**config.mk**
```make
export PLATFORM = sky130hd
export DESIGN_NAME = tlm_fifo
export DESIGN_NICKNAME = d
export VERILOG_FILES = /design/src/rtl/tlm_fifo_pkg.sv /design/src/rtl/tlm_fifo_mem.sv /design/src/rtl/tlm_fifo.sv
export SDC_FILE = /design/constraint.sdc
export NUM_CORES = 1
export LEC_CHECK = 0
export ABC_AREA = 1
export CAP_MARGIN = 40
export CORE_MARGIN = 2
export CORE_UTILIZATION = 25
export CTS_BUF_LIST = sky130_fd_sc_hd__clkbuf_8
export CTS_CLUSTER_SIZE = 12
export DETAILED_ROUTE_END_ITERATION = 12
export GPL_ROUTABILITY_DRIVEN = 1
export HOLD_SLACK_MARGIN = 0.1
export PLACE_DENSITY = 0.44
export SLEW_MARGIN = 5
export SYNTH_ARGS = -nofsm -noshare
export SYNTH_HDL_FRONTEND = slang
export SYNTH_HIERARCHICAL = 1
export SYNTH_SLANG_ARGS = --single-unit
```
**constraint.sdc**
```tcl
create_clock -name clk -period 4.35 [get_ports clk]
set_input_delay 0.435 -clock clk [delete_from_list [all_inputs] [get_ports clk]]
set_output_delay 0.435 -clock clk [all_outputs]
set_load 0.02 [all_outputs]
```
**src/rtl/tlm_fifo_pkg.sv**
```systemverilog
// Shared defaults and the sample payload type for the TLM FIFO.
package tlm_fifo_pkg;

  localparam int unsigned DEFAULT_WIDTH = 65;
  localparam int unsigned DEFAULT_DEPTH = 8;

  typedef logic [64:0] sample_t;

endpackage

```
**src/rtl/tlm_fifo_mem.sv**
```systemverilog
// DEPTH x WIDTH register array: one synchronous write port, one asynchronous
// read port. The data array is deliberately not reset.
module tlm_fifo_mem #(
  parameter int unsigned WIDTH = 65,
  parameter int unsigned DEPTH = 8
) (
  input  logic                     clk,
  input  logic                     we,
  input  logic [$clog2(DEPTH)-1:0] waddr,
  input  logic [WIDTH-1:0]         wdata,
  input  logic [$clog2(DEPTH)-1:0] raddr,
  output logic [WIDTH-1:0]         rdata
);

  logic [WIDTH-1:0] mem_q [DEPTH];

  // Write the addressed word on an accepted put.
  always_ff @(posedge clk) begin
    if (we) begin
      mem_q[waddr] <= wdata;
    end
  end

  // Asynchronous read gives first-word-fall-through at the head.
  always_comb begin
    rdata = mem_q[raddr];
  end

endmodule

```
**src/rtl/tlm_fifo.sv**
```systemverilog
// Valid/ready FIFO with first-word-fall-through output. Pointers carry one
// extra wrap bit so full and empty are distinguished without a spare entry.
module tlm_fifo
  import tlm_fifo_pkg::*;
#(
  parameter int unsigned WIDTH = DEFAULT_WIDTH,
  parameter int unsigned DEPTH = DEFAULT_DEPTH
) (
  input  logic                   clk,
  input  logic                   reset,
  input  logic                   put_valid,
  output logic                   put_ready,
  input  logic [WIDTH-1:0]       put_data,
  output logic                   get_valid,
  input  logic                   get_ready,
  output logic [WIDTH-1:0]       get_data,
  output logic [$clog2(DEPTH):0] count,
  output logic                   full,
  output logic                   empty
);

  localparam int unsigned AW = $clog2(DEPTH);
  localparam logic [AW:0] ONE = 1;

  logic [AW:0] wr_ptr_q, wr_ptr_d;
  logic [AW:0] rd_ptr_q, rd_ptr_d;
  logic [AW:0] count_q, count_d;
  logic        put_fire;
  logic        get_fire;

  // Flags, handshakes and next-state pointer/count arithmetic.
  always_comb begin
    full      = (wr_ptr_q[AW] != rd_ptr_q[AW]) &&
                (wr_ptr_q[AW-1:0] == rd_ptr_q[AW-1:0]);
    empty     = (wr_ptr_q == rd_ptr_q);
    put_ready = !full;
    get_valid = !empty;
    put_fire  = put_valid && put_ready;
    get_fire  = get_valid && get_ready;

    wr_ptr_d  = wr_ptr_q;
    rd_ptr_d  = rd_ptr_q;
    count_d   = count_q;
    if (put_fire) begin
      wr_ptr_d = wr_ptr_q + ONE;
    end
    if (get_fire) begin
      rd_ptr_d = rd_ptr_q + ONE;
    end
    if (put_fire && !get_fire) begin
      count_d = count_q + ONE;
    end else if (get_fire && !put_fire) begin
      count_d = count_q - ONE;
    end
    count = count_q;
  end

  // Pointer and count registers; reset discards all stored entries.
  always_ff @(posedge clk or negedge reset) begin
    if (!reset) begin
      wr_ptr_q <= '0;
      rd_ptr_q <= '0;
      count_q  <= '0;
    end else begin
      wr_ptr_q <= wr_ptr_d;
      rd_ptr_q <= rd_ptr_d;
      count_q  <= count_d;
    end
  end

  tlm_fifo_mem #(
    .WIDTH (WIDTH),
    .DEPTH (DEPTH)
  ) u_mem (
    .clk   (clk),
    .we    (put_fire),
    .waddr (wr_ptr_q[AW-1:0]),
    .wdata (put_data),
    .raddr (rd_ptr_q[AW-1:0]),
    .rdata (get_data)
  );

endmodule

```
* After elaboration in Yosys (flattened, before gate mapping)
Memories as Yosys holds them, arrays and structs flattened. Cells that the tools add are included.
Word-level totals: register bits after elaboration 12, bits in writable memories 520, memories kept 1
Memories:
- u_mem.mem_q | depth 8, bits a word 65, rd ports 1, clocked after memory_dff 0, write ports 1, line tlm_fifo_mem.sv:15 | logic [WIDTH-1:0] mem_q [DEPTH];
Cells by class: add/sub/neg operators 4, equality and inequality tests 3, multiplexer cells 4, reductions and logical operators 10
Operators by type and width (count):
- 4-bit by 1-bit adder with 4-bit output, second input constant | 3
- 4-bit two-way mux | 2
- 1-bit logical AND | 5
- 4-bit == test | 1
- 1-bit logical NOT | 4
- 4-bit by 1-bit subtractor with 4-bit output, second input constant | 1
- 3-bit == test | 1
- 1-bit two-way mux | 2
- 2-bit nonzero test | 1
- 1-bit != test | 1

* Depth between registers and ports, before layout
Gate-level depths: netlist of the first run.
depth in word-level cells 8, depth in mapped cells 14

* Cells and area by module
Netlist of the first run, hierarchy kept.
By module, submodules not included:
- tlm_fifo_mem | times used 1, cells each 2265, area each 22658.0 µm², sequential area each 15615.0 µm²
- tlm_fifo | times used 1, cells each 98, area each 790.8 µm², sequential area each 300.3 µm²

* Least setup slack after synthesis of the first run
OpenSTA, ideal clock, no wires.
path kind flip-flop to flip-flop, start point register wr_ptr_q[2], end point memory u_mem.mem_q[1][0], enable pin, library setup time 489 ps, arrival 3898 ps, path slack -37 ps, stages on the path, launching flop included 9, cell sequence dfrtp_1 > inv_1 > nand2_1 > nand2_1 > nand4_2 > nand2_2 > inv_1 > nand2_1 > nor2_1
Between the ends: word-level cells in the longest chain between the ends 6
Ends and longest elaborated chain:
- start, declared | line tlm_fifo.sv:25 | logic [AW:0] wr_ptr_q, wr_ptr_d;
- start signal, assigned | line tlm_fifo.sv:65 | wr_ptr_q <= wr_ptr_d;
- 3-bit == test | line tlm_fifo.sv:34 | (wr_ptr_q[AW-1:0] == rd_ptr_q[AW-1:0]);
- 1-bit logical AND | line tlm_fifo.sv:33 | full = (wr_ptr_q[AW] != rd_ptr_q[AW]) &&
- 1-bit logical NOT | line tlm_fifo.sv:36 | put_ready = !full;
- named net put_ready | line tlm_fifo.sv:12 | output logic put_ready,
- 1-bit logical AND | line tlm_fifo.sv:38 | put_fire = put_valid && put_ready;
- named net put_fire | line tlm_fifo.sv:28 | logic put_fire;
- 1-bit two-way mux | line tlm_fifo_mem.sv:19 | if (we) begin
- 1-bit two-way mux (implied by the code) | line tlm_fifo_mem.sv:20 | mem_q[waddr] <= wdata;
- end, declared | line tlm_fifo_mem.sv:15
The timed path passes the listed nets, and every way through them passes these cells.

* Worst setup path in the final report of the first run
start point register rd_ptr_q[1], end point output get_data[5]
Between the ends: word-level cells in the longest chain between the ends 1
Ends and longest elaborated chain:
- start, declared | line tlm_fifo.sv:26 | logic [AW:0] rd_ptr_q, rd_ptr_d;
- start signal, assigned | line tlm_fifo.sv:66 | rd_ptr_q <= rd_ptr_d;
- memory read 8 x 65 bit
- end, declared | line tlm_fifo.sv:16 | output logic [WIDTH-1:0] get_data,
Every way passes these cells.

==> impl.org, run 1 <==
** Status
- The flow ran to the end, and the final reports show no timing, DRC or antenna violations.

** Detailed routing
- Before antenna repair, the detailed router went through 4 iterations.
- Remaining antenna violation count after routing :: 0
- The detailed router put a total of 28.9 mm of wire on met1.
- Final WL :: 63.4 mm
- In the final routed layout, each cell accounts on average for ~16 um.
- The detailed router finished its first iteration with ~790 violations.
- In the detailed route, the total length drawn on met3 is 3.67 mm.
- Using the TritonRoute via totals, the vias-per-cell ratio works out to ~4.
- Met2 Routed Length :: about 30 mm
- Top Metal Used :: met5
- In the routed design, unresolved DRC markers number 0.
- Total vias in the final route :: around 16,000

** Finish
- Of the cells placed in the final design, the portion with a size suffix greater than 1 is 6.55%.
- Area used by sequential logic in the layout :: 15,900 um2
- In the final layout, the multi-input gates occupy a little over 5000 um2.
- At the end of the flow, the number of nets in the layout was about 2,600.
- Post-Layout Cell Count :: between 3,000 and 4,000
- The filler cells instantiated in the layout total roughly 9,600.
- From synthesis to final layout, the design area changed by 20.1%.
- Cells fill 30.2% of the core in the end.

** Timing
- Part of the cycle the worst path needs :: between 80% and 90%
- Relative slew margins :: a little under a third
- Setup repair after global routing missed its margin :: no
- Setup violations remaining at the end of the flow were counted as 0.
- The final count of hold timing violations came to 0.
- The routed design could run at a clock period as short as ~3800 ps.
- Transition time of the tightest slew-check pin :: 1030 ps
- After routing, the total negative slack on setup checks comes to 0 ps.
- Maximum clock skew at final layout :: 31.2 ps
- Final max-slew violation count :: 0
- Timing would allow up to about 260 MHz.
- After layout, the worst setup slack is just under 600 ps.

** Floorplan
- The die covers slightly below 100,000 um2.
- Core Footprint :: a little over 90,000 um2
- The floorplan step set the die height to 310 um.
- The floorplan has roughly 110 rows.
- IO Count :: between 100 and 150
- Width of the chip :: about 310 um
- Effective utilization at floorplan :: 25.2%

** Yosys
- Yosys mapped a number of flops with a built-in enable equal to 520.
- Share of synthesized area spent on multiplexers :: 0%
- Yosys printed 6 warnings.
- Number of flip-flops and latches in the synthesized netlist :: 532
- The synthesized netlist devotes less than 1% of its cell area to adder and majority cells.
- After synthesis, the largest family of logic cells by area is simple AND/OR/NAND/NOR gates.
- Summing the areas of all xor and xnor instances in the mapped netlist gives less than 1% of the synthesized area.
- Counting every instance in the synthesized netlist gives approximately 2,400.
- The number of nets in the synthesized netlist is around 2,400.
- Share of the yosys chip area belonging to registers :: between 60% and 70%
- Synth top cells by count :: sky130_fd_sc_hd__nand2_1, sky130_fd_sc_hd__inv_1, sky130_fd_sc_hd__edfxtp_1
- For this run, the leading register cell type out of synthesis is sky130_fd_sc_hd__edfxtp_1.
- Share of async-settable or async-resettable flops after synthesis :: 2.26%
- Ranked by total cell area, the synthesized netlist is headed by sky130_fd_sc_hd__edfxtp_1, sky130_fd_sc_hd__nand2_1, sky130_fd_sc_hd__inv_1.
- Top-count cell post-synth :: sky130_fd_sc_hd__nand2_1
- Post-synthesis share of cell area spent on and, or, nand and nor gates :: a little over 20%
- After synthesis, the netlist uses 24 different library cells.
- Compound-cell area share of the yosys netlist :: less than 1%
- Dividing the synthesized area by the synthesized cell count gives 9.92 um2.
- Fraction of synthesized cell area taken by the top area cell type :: around 67%
- The biggest area contributor in the post-synthesis netlist is sky130_fd_sc_hd__edfxtp_1.
- The cell area that synthesis handed to floorplanning was roughly 23,000 um2.

** Global route
- The total overflow left after global routing is 0.
- The via count of the first global-routing pass came to roughly 15,000.
- Global-route wire length before repair :: 94.7 mm
- Global routing used 13.2% of the available tracks across all layers.
- Entering global routing, the biggest net connects ~200 pins.
- Initial antenna violation count :: 8

** CTS
- CTS Root Buffer Type :: sky130_fd_sc_hd__clkbuf_8
- The longest clock path from root to sink contains 3 buffers.
- Hold repair after CTS inserted 0 buffers.
- Count of H-tree levels built during CTS :: 3
- After clock tree synthesis, the repair step resized 0 gates.
- CTS tree :: done
- Sink count of the clock tree :: between 500 and 600
- Clock-pin slew was measured on the worst setup and hold paths at roughly 60 ps.
- The number of setup buffers added after CTS is 0.
- Num CTS Buffers :: between 90 and 100
- Clock network latency to the later pin of the worst-skew pair :: 690 ps

** Power and ir drop
- Sum of internal, switching and leakage power :: approximately 19,000 uW
- Total leakage power :: 0.0126 uW
- Power density normalized to cell area :: between 600 and 700 nW/um2
- Maximum vdd drop :: between 0.0006 and 0.0007 V

** Worst setup path
- In this run the worst setup path begins at rd_ptr_q[1].
- Worst path bufs/invs :: 3
- Across all register-to-register paths, the minimum setup slack is 1280 ps.
- The worst setup path is of the flip-flop to primary output kind.
- Along the worst path, the maximum fanout reaches 43.
- Cell class contributing the biggest share of worst-path delay :: buffers and inverters
- Data arrival at the endpoint of the critical path :: approximately 3300 ps
- Walking the worst path, the cells encountered are inv_4, buf_4, nand3_1, nand2_1, nand2_1, nand2_1, clkdlybuf4s50_1.
- Data required time of the critical path :: around 4000 ps
- STA classifies the critical path startpoint as a flip-flop.
- Worst Setup End Kind :: primary output
- Dominant cell type by count on the critical path :: sky130_fd_sc_hd__nand2_1
- Slowest Stage Delay on Critical Path :: around 620 ps
- The slowest stage of the critical path is the sky130_fd_sc_hd__dfrtp_4 cell.
- Reg2reg start :: rd_ptr_q[0]

** Placed design
- Port buffering added approximately 140 buffers.
- In this run, placement finished with an instance count of between 3,000 and 4,000.
- Routability-driven placement finished with a final weighted congestion of ~0.7.
- At the placement stage, the worst setup path has a slack of between 1000 and 1500 ps.
- Post-DP HPWL :: 33.5 mm

** Worst hold path
- Type of the tightest min-delay check :: input pin to async pin

** Run
- Across the run, the number of max-cap violations was 0.
cell type report:
type,instances,area share [%]
multi-input combinational,1193,17.9
clock buffer,100,4.89
antenna,1,0.00889
inverter,538,7.21
tap,1254,5.57
sequential,532,56.6
clock inverter,69,1.24
timing repair buffer,178,6.63
power breakdown:
| part | total [uW] | internal [uW] | switching, uW |
|---|---|---|---|
| Clock | 4300 | 2230 | 2070 |
| Combinational | 7480 | 2490 | 4990 |
| Sequential | 6730 | 6440 | 282 |
state kept, by name, indices dropped and copies added, names as in the netlist:
register and flops:
count 4, u_mem/mem_q 520, wr_ptr_q 4, rd_ptr_q 4
layout by cell type (no fill, tap or decap), types with 3 or more instances in the layout:
cell type / Yosys / layout
sky130_fd_sc_hd__buf_4: 22 / 24
sky130_fd_sc_hd__buf_12: 0 / 11
sky130_fd_sc_hd__nand3_1: 270 / 270
sky130_fd_sc_hd__nand2_1: 888 / 888
sky130_fd_sc_hd__clkinv_1: 0 / 15
sky130_fd_sc_hd__dfrtp_1: 12 / 9
sky130_fd_sc_hd__clkdlybuf4s50_1: 0 / 141
sky130_fd_sc_hd__xor2_1: 6 / 6
sky130_fd_sc_hd__nand2_2: 3 / 3
sky130_fd_sc_hd__inv_1: 536 / 576
sky130_fd_sc_hd__edfxtp_1: 520 / 520
sky130_fd_sc_hd__dfrtp_4: 0 / 3
sky130_fd_sc_hd__ha_1: 5 / 5
sky130_fd_sc_hd__clkbuf_8: 0 / 100
sky130_fd_sc_hd__nor2_4: 1 / 9
sky130_fd_sc_hd__xnor2_1: 4 / 4
sky130_fd_sc_hd__clkinv_2: 0 / 7
final timing paths:
| kind | to | depth (start not counted) |
|---|---|---|
| worst max-delay path | get_data[5] | 7 |
| worst min-delay path | count[0] | 1 |
| worst max register to register | count[3] | 13 |
| worst min register to register | wr_ptr_q[3] | 2 |
| max in group asynchronous | rd_ptr_q[2] | 1 |
| min in group clk | u_mem/mem_q[5][1] | 1 |
layer usage:
metal	vias up	global-route usage, %
li1	7701	-
met5	-	0
met3	94	3.56
met4	12	3.70
met1	7411	17.1
met2	309	21.8
cells by family after synthesis:
family,after synthesis
buffers and inverters,638
AND/OR/NAND/NOR,1175
XOR/XNOR,10
adder cells (fa/ha/maj),6
flip-flops,532
AO/OA/AOI/OAI,2
through the flow:
step / instance area, um2 / hold WS, ps
finish: 28200 / 195
global route: 28100 / 179
CTS: 28100 / 114
detailed placement: 26400 / 499
global placement: 26400 / 493
floorplan: 23400 / 139
worst reg2reg max path, stage by stage, from the launching register on:
cell and delay [ps]:
sky130_fd_sc_hd__dfrtp_4 480, sky130_fd_sc_hd__buf_12 680, sky130_fd_sc_hd__xor2_1 160, sky130_fd_sc_hd__nor2_1 190, sky130_fd_sc_hd__nand2_4 130, sky130_fd_sc_hd__nand2_4 120
sky130_fd_sc_hd__ha_1 290, sky130_fd_sc_hd__inv_1 140, sky130_fd_sc_hd__ha_1 340, sky130_fd_sc_hd__a21oi_1 140, sky130_fd_sc_hd__nand2_1 70, sky130_fd_sc_hd__xor2_1 140
sky130_fd_sc_hd__nand2_1 60, sky130_fd_sc_hd__nand2_1 40
No activity file was read; power rests on OpenSTA's default activity.
==> inputs of run 2 (changes only) <==
- GPL_TIMING_DRIVEN: not set -> 0
- REMOVE_ABC_BUFFERS: not set -> 1
- SLEW_MARGIN: 5 -> not set
==> run 2 against run 1 <==
  * Largest cell class unchanged
  * Clock-buffer cell count shrank 5
  * Worst hold slack gained 260 ps
  * Fmax shrank 7.8%
  * Critical endpoint is now get_data[42]
  * Critical path type unchanged
  * Global-route usage shrank 0.32 points
  * Combinational power grew 2.8%
  * Register-to-register slack lost 680 ps
  * Die area is the same
  * Utilization grew 0.52 points
  * Clock skew shrank 9.3 ps
  * Sequential power grew 2%
  * Non-clock buffer count grew 4
==> impl.org, run 2 (synthesis results as in run 1) <==
** Timing
- The final count of hold timing violations is 0 (unchanged).
- Part of the cycle the worst path needs :: 94.1% (was 86.8%)
- The worst clock skew came to 21.9 ps (was 31.2 ps).
- The transition at the pin with the smallest max-transition slack is 845 ps (was 1030 ps).
- The final hold slack is 456 ps (was 195 ps).
- Final setup fails :: 0 (unchanged)
- Setup repair after global routing missed its margin :: no (unchanged)
- The final critical-path required period is 4090 ps (was 3770 ps).
- The sum of negative setup slack was 0 ps (unchanged).
- The final-report max-slew violation count is 0 (unchanged).
- The max-slew headroom at the worst pin is 43.6% (was 31.6%).
- Max Clock Freq :: 244 MHz (was 265 MHz)

** Worst setup path
- Count of cells along the worst register-to-register path :: 11 (was 13)
- Worst Setup End Kind :: primary output (unchanged)
- Data arrival at the endpoint of the critical path :: 3660 ps (was 3340 ps)
- Dominant cell type by count on the critical path :: sky130_fd_sc_hd__nand2_1 (unchanged)
- The largest stage delay on the critical path came to 670 ps (was 620 ps).
- The type of the worst setup path was flip-flop to primary output (unchanged).
- The sort of element at the start of the critical path is a flip-flop (unchanged).
- The required arrival time at the worst endpoint came to 3910 ps (about the same).
- Ordered cell list for the critical path: buf_16, buf_12, clkinv_8, buf_16, nand3_1, nand2_1, nand2_1, nand2_1, clkdlybuf4s50_1 (was inv_4, buf_4, nand3_1, nand2_1, nand2_1, nand2_1, clkdlybuf4s50_1).
- Worst-path fanout max :: 58 (was 43)
- The cell with the largest stage delay on the worst path is sky130_fd_sc_hd__dfrtp_4 (unchanged).

** Floorplan
- Num rows :: 112 (unchanged)
- Chip height :: 310 um (unchanged)
- The area of the placeable core came to 93,200 um2 (unchanged).
- The die width is 310 um (unchanged).
- The I/O pin count was 142 (unchanged).
- The initial standard-cell utilization of the core came to 25.2% (unchanged).
- Full die area :: 96,300 um2 (unchanged)

** Power and ir drop
- The total power divided by cell area is 658 nW/um2 (about the same).
- Total leakage power :: 0.0127 uW (was 0.0126 uW)
- The maximum vdd ir drop came to 0.000502 V (was 0.000649 V).

** CTS
- Sink count of the clock tree :: 532 (unchanged)
- The number of buffers on the longest clock path was 3 (unchanged).
- Count of H-tree levels built during CTS :: 3 (unchanged)
- CTS tree :: done (unchanged)
- The library cell used as clock root buffer is sky130_fd_sc_hd__clkbuf_8 (unchanged).
- The clock-pin transition on the worst setup and hold timing paths was 60 ps (about the same).
- The insertion delay of the later-clocked pin in the worst-skew pair was 690 ps (about the same).
- The count of buffers added by post-CTS timing repair for setup is 0 (unchanged).
- Num CTS Buffers :: 93 (was 98)

** Finish
- The number of fill cells was 9,401 (was 9,567).
- The commonest non-fill, non-tap cell in the layout was sky130_fd_sc_hd__nand2_1 (unchanged).
- Post-Layout Cell Count :: 3,873 (was 3,865)
- Commonest non-fill, non-tap cells in the layout: sky130_fd_sc_hd__nand2_1, sky130_fd_sc_hd__inv_1, sky130_fd_sc_hd__edfxtp_1 (unchanged).
- The layout overhead on the synthesized area was 22.1% (was 20.1%).
- The fraction of final layout cells with drive strength greater than 1 was 6.84% (was 6.55%).
- The number of nets in the final layout was 2,615 (was 2,616).
- Post-layout utilization of the core :: 30.7% (was 30.2%)
- The flip-flop count of the largest register after layout is 520 (unchanged).
- The largest register by flop count was u_mem/mem_q (unchanged).

** Placed design
- Post-DP HPWL :: 34.9 mm (was 33.5 mm)
- Number of port buffers :: 141 (unchanged)
- RePlAce Congestion :: 0.692 (was 0.700)
- The cell count after placement is 3,696 (was 3,695).

** Detailed routing
- Total vias in the final route :: 15,600 (was 15,500)
- The via-per-instance ratio came to 4.03 (was 4.02).
- The detailed-routing iteration count for the pre-antenna-repair pass was 5 (was 4).
- The number of DRC violations after detailed-routing iteration 0 was 885 (was 786).
- Final WL :: 62.6 mm (was 63.4 mm)
- DRC :: 0 (unchanged)
- Remaining antenna violation count after routing :: 0 (unchanged)
- The final routed wire length divided by cell count is 16.2 um (was 16.4 um).

** Global route
- The overall routing resource usage was 12.9% (was 13.2%).
- Global-route congestion overflow total :: 0 (unchanged)
- The number of antenna violations at the first check in global routing is 9 (was 8).
- Global-route wire length before repair :: 91.8 mm (was 94.7 mm)
- Largest net degree at the start of global routing :: 149 (was 202)
- Vias in the first global route :: 15,200 (was 15,400)

** Run
- The number of maximum-capacitance violations is 0 (unchanged).

** Worst hold path
- The path type of the worst min-delay path is input pin to flip-flop (was input pin to async pin).
- The worst hold path was traced through 3 stages.

** Status
- Run status: finished, final reports clean (unchanged).
## run 2: report_power, final
group	internal [uW]	switching [uW]	total [uW]
Sequential	6430	422	6850
Combinational	2740	4950	7690
Clock	2270	2040	4310
Total	11400	7410	18900
## run 2: layout make-up
type                    instances  area, um2  share of cell area (%)
diodes                          3       7.51                  0.0262
clock buffers                  95       1310                    4.57
clock inverters                76        427                    1.49
inverters                     538       2050                    7.15
multi-input cells            1193       5030                    17.6
flip-flops and latches        532      15900                    55.6
well taps                    1254       1570                    5.48
repair buffers                182       2320                    8.11
## run 2: metrics by stage
stage                     instance area (um2)  power, uW  setup WS (ps)
after floorplan                         22900      11300          -4190
after global routing                    28600      20200           4.27
after global placement                  25900      13400         -13010
after detailed placement                26800      14700            524
after CTS                               28600      19200           46.0
final                                   28600      18900            257
## run 2: routing by layer
metal  up-vias  wire, um  GRT usage [%]
met5         -       100              0
met4        16      1170           4.27
met3        95      3740           3.15
met2       349     29200           21.0
met1      7451     28400           16.8
li1       7710         -              -
## run 2: worst paths after layout
kind / startpoint / end / slack (ps)
min in group asynchronous: reset / count[1] / 650
min: put_valid / wr_ptr_q[3] / 460
max reg2reg: rd_ptr_q[2] / u_mem/mem_q[4][9] / 600
min reg2reg: wr_ptr_q[3] / wr_ptr_q[3] / 490
max: rd_ptr_q[1] / get_data[42] / 260
max in group asynchronous: reset / rd_ptr_q[2] / 3280
## run 2: critical path, delay by kind of cell (launching register included)
kind                   cells  cell delay, ps
buffers and inverters      5            1780
DFF                        1             670
and+or+nand+nor            4             410
## run 2: timing repair
action | CTS | global route
endpoints found under the setup margin | 31 | 14
gates cloned | 1 | 1
hold buffers | 1 | 0
gates resized for setup | 1 | 1
hold endpoints to repair | 12 | 0
==> inputs of run 3 (changes only) <==
- CTS_BUF_LIST: sky130_fd_sc_hd__clkbuf_8 -> not set
==> run 3 against run 2 <==
  * Non-clock buffer count down 1
  * Largest power group unchanged
  * Fmax up 0.86%
  * Sequential cell count is the same
  * Clock power is 7.4% higher
  * Via count is 1.8% lower
  * Global-route usage shrank 0.27 points
  * Clock skew decreased by 3.5 ps
==> impl.org, run 3 (synthesis results as in run 1) <==
** Status
- Run status: finished, final reports clean (unchanged).

** Detailed routing
- Pre-antenna DRT Iters :: 5 (unchanged)
- The count of vias placed by the detailed router is 15,300 (was 15,600).
- The final routed wire length divided by cell count was 16.2 um (about the same).
- The via-per-instance ratio came to 4.02 (was 4.03).
- The number of antenna-violating nets in the routed design was 0 (unchanged).
- The remaining routing DRC violations came to 0 (unchanged).
- Final WL :: 61.9 mm (was 62.6 mm)
- The number of DRC violations after detailed-routing iteration 0 is 880 (was 885).

** Timing
- The max-slew headroom at the worst pin came to 43.5% (was 43.6%).
- Hold violation count in the final report :: 0 (unchanged)
- The transition at the pin with the smallest max-transition slack was 845 ps (about the same).
- Final max-slew violation count :: 0 (unchanged)
- The final critical-path required period was 4060 ps (was 4090 ps).
- Setup repair after global routing missed its margin: no (unchanged).
- The timing-limited maximum frequency was 246 MHz (was 244 MHz).
- Final setup fails :: 0 (unchanged)
- The share of the cycle needed by the critical path after routing was 93.3% (was 94.1%).
- The worst clock skew was 18.4 ps (was 21.9 ps).
- The final hold slack was 191 ps (was 456 ps).

** Placed design
- The count of input and output buffers came to 141 (unchanged).
- The global placement routability congestion was 0.692 (unchanged).
- The HPWL reported at the end of detailed placement was 34.9 mm (unchanged).
- Placed cell count :: 3,696 (unchanged)

** Floorplan
- Num rows :: 112 (unchanged)
- The initial standard-cell utilization of the core is 25.2% (unchanged).
- The die boundary height was 310 um (unchanged).
- The I/O pin count came to 142 (unchanged).
- Width of the chip :: 310 um (unchanged)
- Full die area :: 96,300 um2 (unchanged)
- Core Footprint :: 93,200 um2 (unchanged)

** Global route
- Largest net degree at the start of global routing :: 149 (unchanged)
- The number of antenna violations at the first check in global routing is 8 (was 9).
- The layer carrying the most global-route usage was met2 (unchanged).
- The via count of the first global-routing pass is 14,900 (was 15,200).
- The met2 routing resource usage after global routing is 20.8% (was 21.0%).
- The routing usage on met3 is 2.97% (was 3.15%).
- The remaining global-route overflow came to 0 (unchanged).
- Global-route wire length before repair :: 90.7 mm (was 91.8 mm)
- Global router's overall resource usage :: 12.6% (was 12.9%)
- Met1 usage in global routing :: 16.8% (about the same)

** Power and ir drop
- The total power divided by cell area was 668 nW/um2 (was 658 nW/um2).
- The combinational cell fraction of total power was 40.0% (was 40.8%).
- The internal power was 11,800 uW (was 11,400 uW).
- Maximum vdd drop :: 0.000482 V (was 0.000502 V)
- The proportion of power drawn by the clock network came to 24.2% (was 22.9%).
- The fraction of power consumed by sequential logic was 35.8% (was 36.4%).
- The switching share of power is 38.3% (was 39.3%).
- The leakage dissipation was 0.0126 uW (was 0.0127 uW).
- Sum of internal, switching and leakage power :: 19,100 uW (was 18,900 uW)
- The switching power total came to 7340 uW (was 7410 uW).

** Worst setup path
- Ordered cell list for the critical path :: buf_16, buf_12, inv_8, buf_16, nand3_1, nand2_1, nand2_1, nand2_1, clkdlybuf4s50_1 (was buf_16, buf_12, clkinv_8, buf_16, nand3_1, nand2_1, nand2_1, nand2_1, clkdlybuf4s50_1)
- Worst Setup End Kind :: primary output (unchanged)
- Dominant cell type by count on the critical path :: sky130_fd_sc_hd__nand2_1 (unchanged)
- The type of the worst setup path was flip-flop to primary output (unchanged).
- The highest fanout seen on the critical path is 58 (unchanged).
- The largest stage delay on the critical path was 670 ps (about the same).
- The sort of element at the start of the critical path was a flip-flop (unchanged).
- The critical path data arrival time came to 3620 ps (was 3660 ps).
- The cell with the largest stage delay on the worst path is sky130_fd_sc_hd__clkdlybuf4s50_1 (was sky130_fd_sc_hd__dfrtp_4).
- The required arrival time at the worst endpoint is 3910 ps (about the same).

** Finish
- Post-layout utilization of the core :: 30.8% (was 30.7%)
- The number of fill cells is 9,398 (was 9,401).
- Max FFs per register :: 520 (unchanged)
- Layout-stage area growth over the synthesis result :: 22.3% (was 22.1%)
- The largest register by flop count is u_mem/mem_q (unchanged).
- The fraction of final layout cells with drive strength greater than 1 is 5.44% (was 6.84%).
- The count of placed standard cells in the final layout, fillers left out was 3,811 (was 3,873).
- The commonest non-fill, non-tap cell in the layout was sky130_fd_sc_hd__nand2_1 (unchanged).
- Commonest non-fill, non-tap cells in the layout :: sky130_fd_sc_hd__nand2_1, sky130_fd_sc_hd__inv_1, sky130_fd_sc_hd__edfxtp_1 (unchanged)
- Total Nets Final :: 2,580 (was 2,615)

** CTS
- CTS tree :: done (unchanged)
- CTS clk-pin slew, worst paths :: 60 ps (about the same)
- The insertion delay of the later-clocked pin in the worst-skew pair came to 620 ps (was 690 ps).
- The number of buffers created by CTS was 59 (was 93).
- CTS Buffer Depth :: 3 (unchanged)
- Count of H-tree levels built during CTS :: 2 (was 3)
- The total number of clock tree sinks came to 532 (unchanged).
- The library cell used as clock root buffer is sky130_fd_sc_hd__clkbuf_16 (was sky130_fd_sc_hd__clkbuf_8).

** Worst hold path
- Type of the tightest min-delay check :: input pin to async pin (was input pin to flip-flop)

** Run
- Max-cap check violation count :: 0 (unchanged)
run 3: worst max-delay path: cells and delay by family (launching register included):
family | cells | cell delay [ps]
DFF | 1 | 630
buffers and inverters | 5 | 1820
and+or+nand+nor | 4 | 460
run 3: worst paths after layout:
path	start	to	slack [ps]	depth (start not counted)
max in group asynchronous	reset	rd_ptr_q[0]	3730	1
min reg2reg	wr_ptr_q[3]	wr_ptr_q[3]	490	2
max reg2reg	rd_ptr_q[2]	u_mem/mem_q[4][16]	610	11
min in group clk	wr_ptr_q[3]	wr_ptr_q[3]	490	2
max	rd_ptr_q[1]	get_data[42]	290	9
min	reset	count[0]	190	1
run 3: layer usage:
metal	vias up	wire [um]
met5	-	103
met4	16	991
met3	86	3260
met2	261	28800
met1	7348	28700
li1	7622	-
run 3: metrics by stage:
stage	cell area (um2)	setup slack, ps	setup TNS, ps
after floorplan	22900	-4190	-2432700
after global placement	25900	-13010	-7115220
after detailed placement	26800	524	0
after CTS	28600	51.9	0
after global routing	28700	59.1	0
final	28700	292	0
run 3: repair_timing:
item                       in CTS  in global routing
hold buffers                    0                  0
setup endpoints to repair       3                  3
gates cloned                    0                  2
buffers inserted                0                  0
gates resized for setup         1                  0
run 3: layout make-up:
cell class	count	area (um2)	share of cell area, %
Sequential cell	532	15900	55.6
Multi-Input combinational cell	1193	5030	17.5
Timing Repair Buffer	181	2300	8.04
Inverter	538	2040	7.12
Clock buffer	83	1590	5.54
Tap cell	1254	1570	5.47
Clock inverter	29	205	0.716
Antenna cell	1	2.50	0.00873
run 3: power by group through the flow:
stage                     Clock [uW]  Sequential, uW  Combinational (uW)
after CTS                       4820            6860                7770
after detailed placement           0            6970                7740
after global routing            5020            6930                8540
after floorplan                    0            7180                4170
final                           4630            6850                7660
after global placement             0            7510                5860
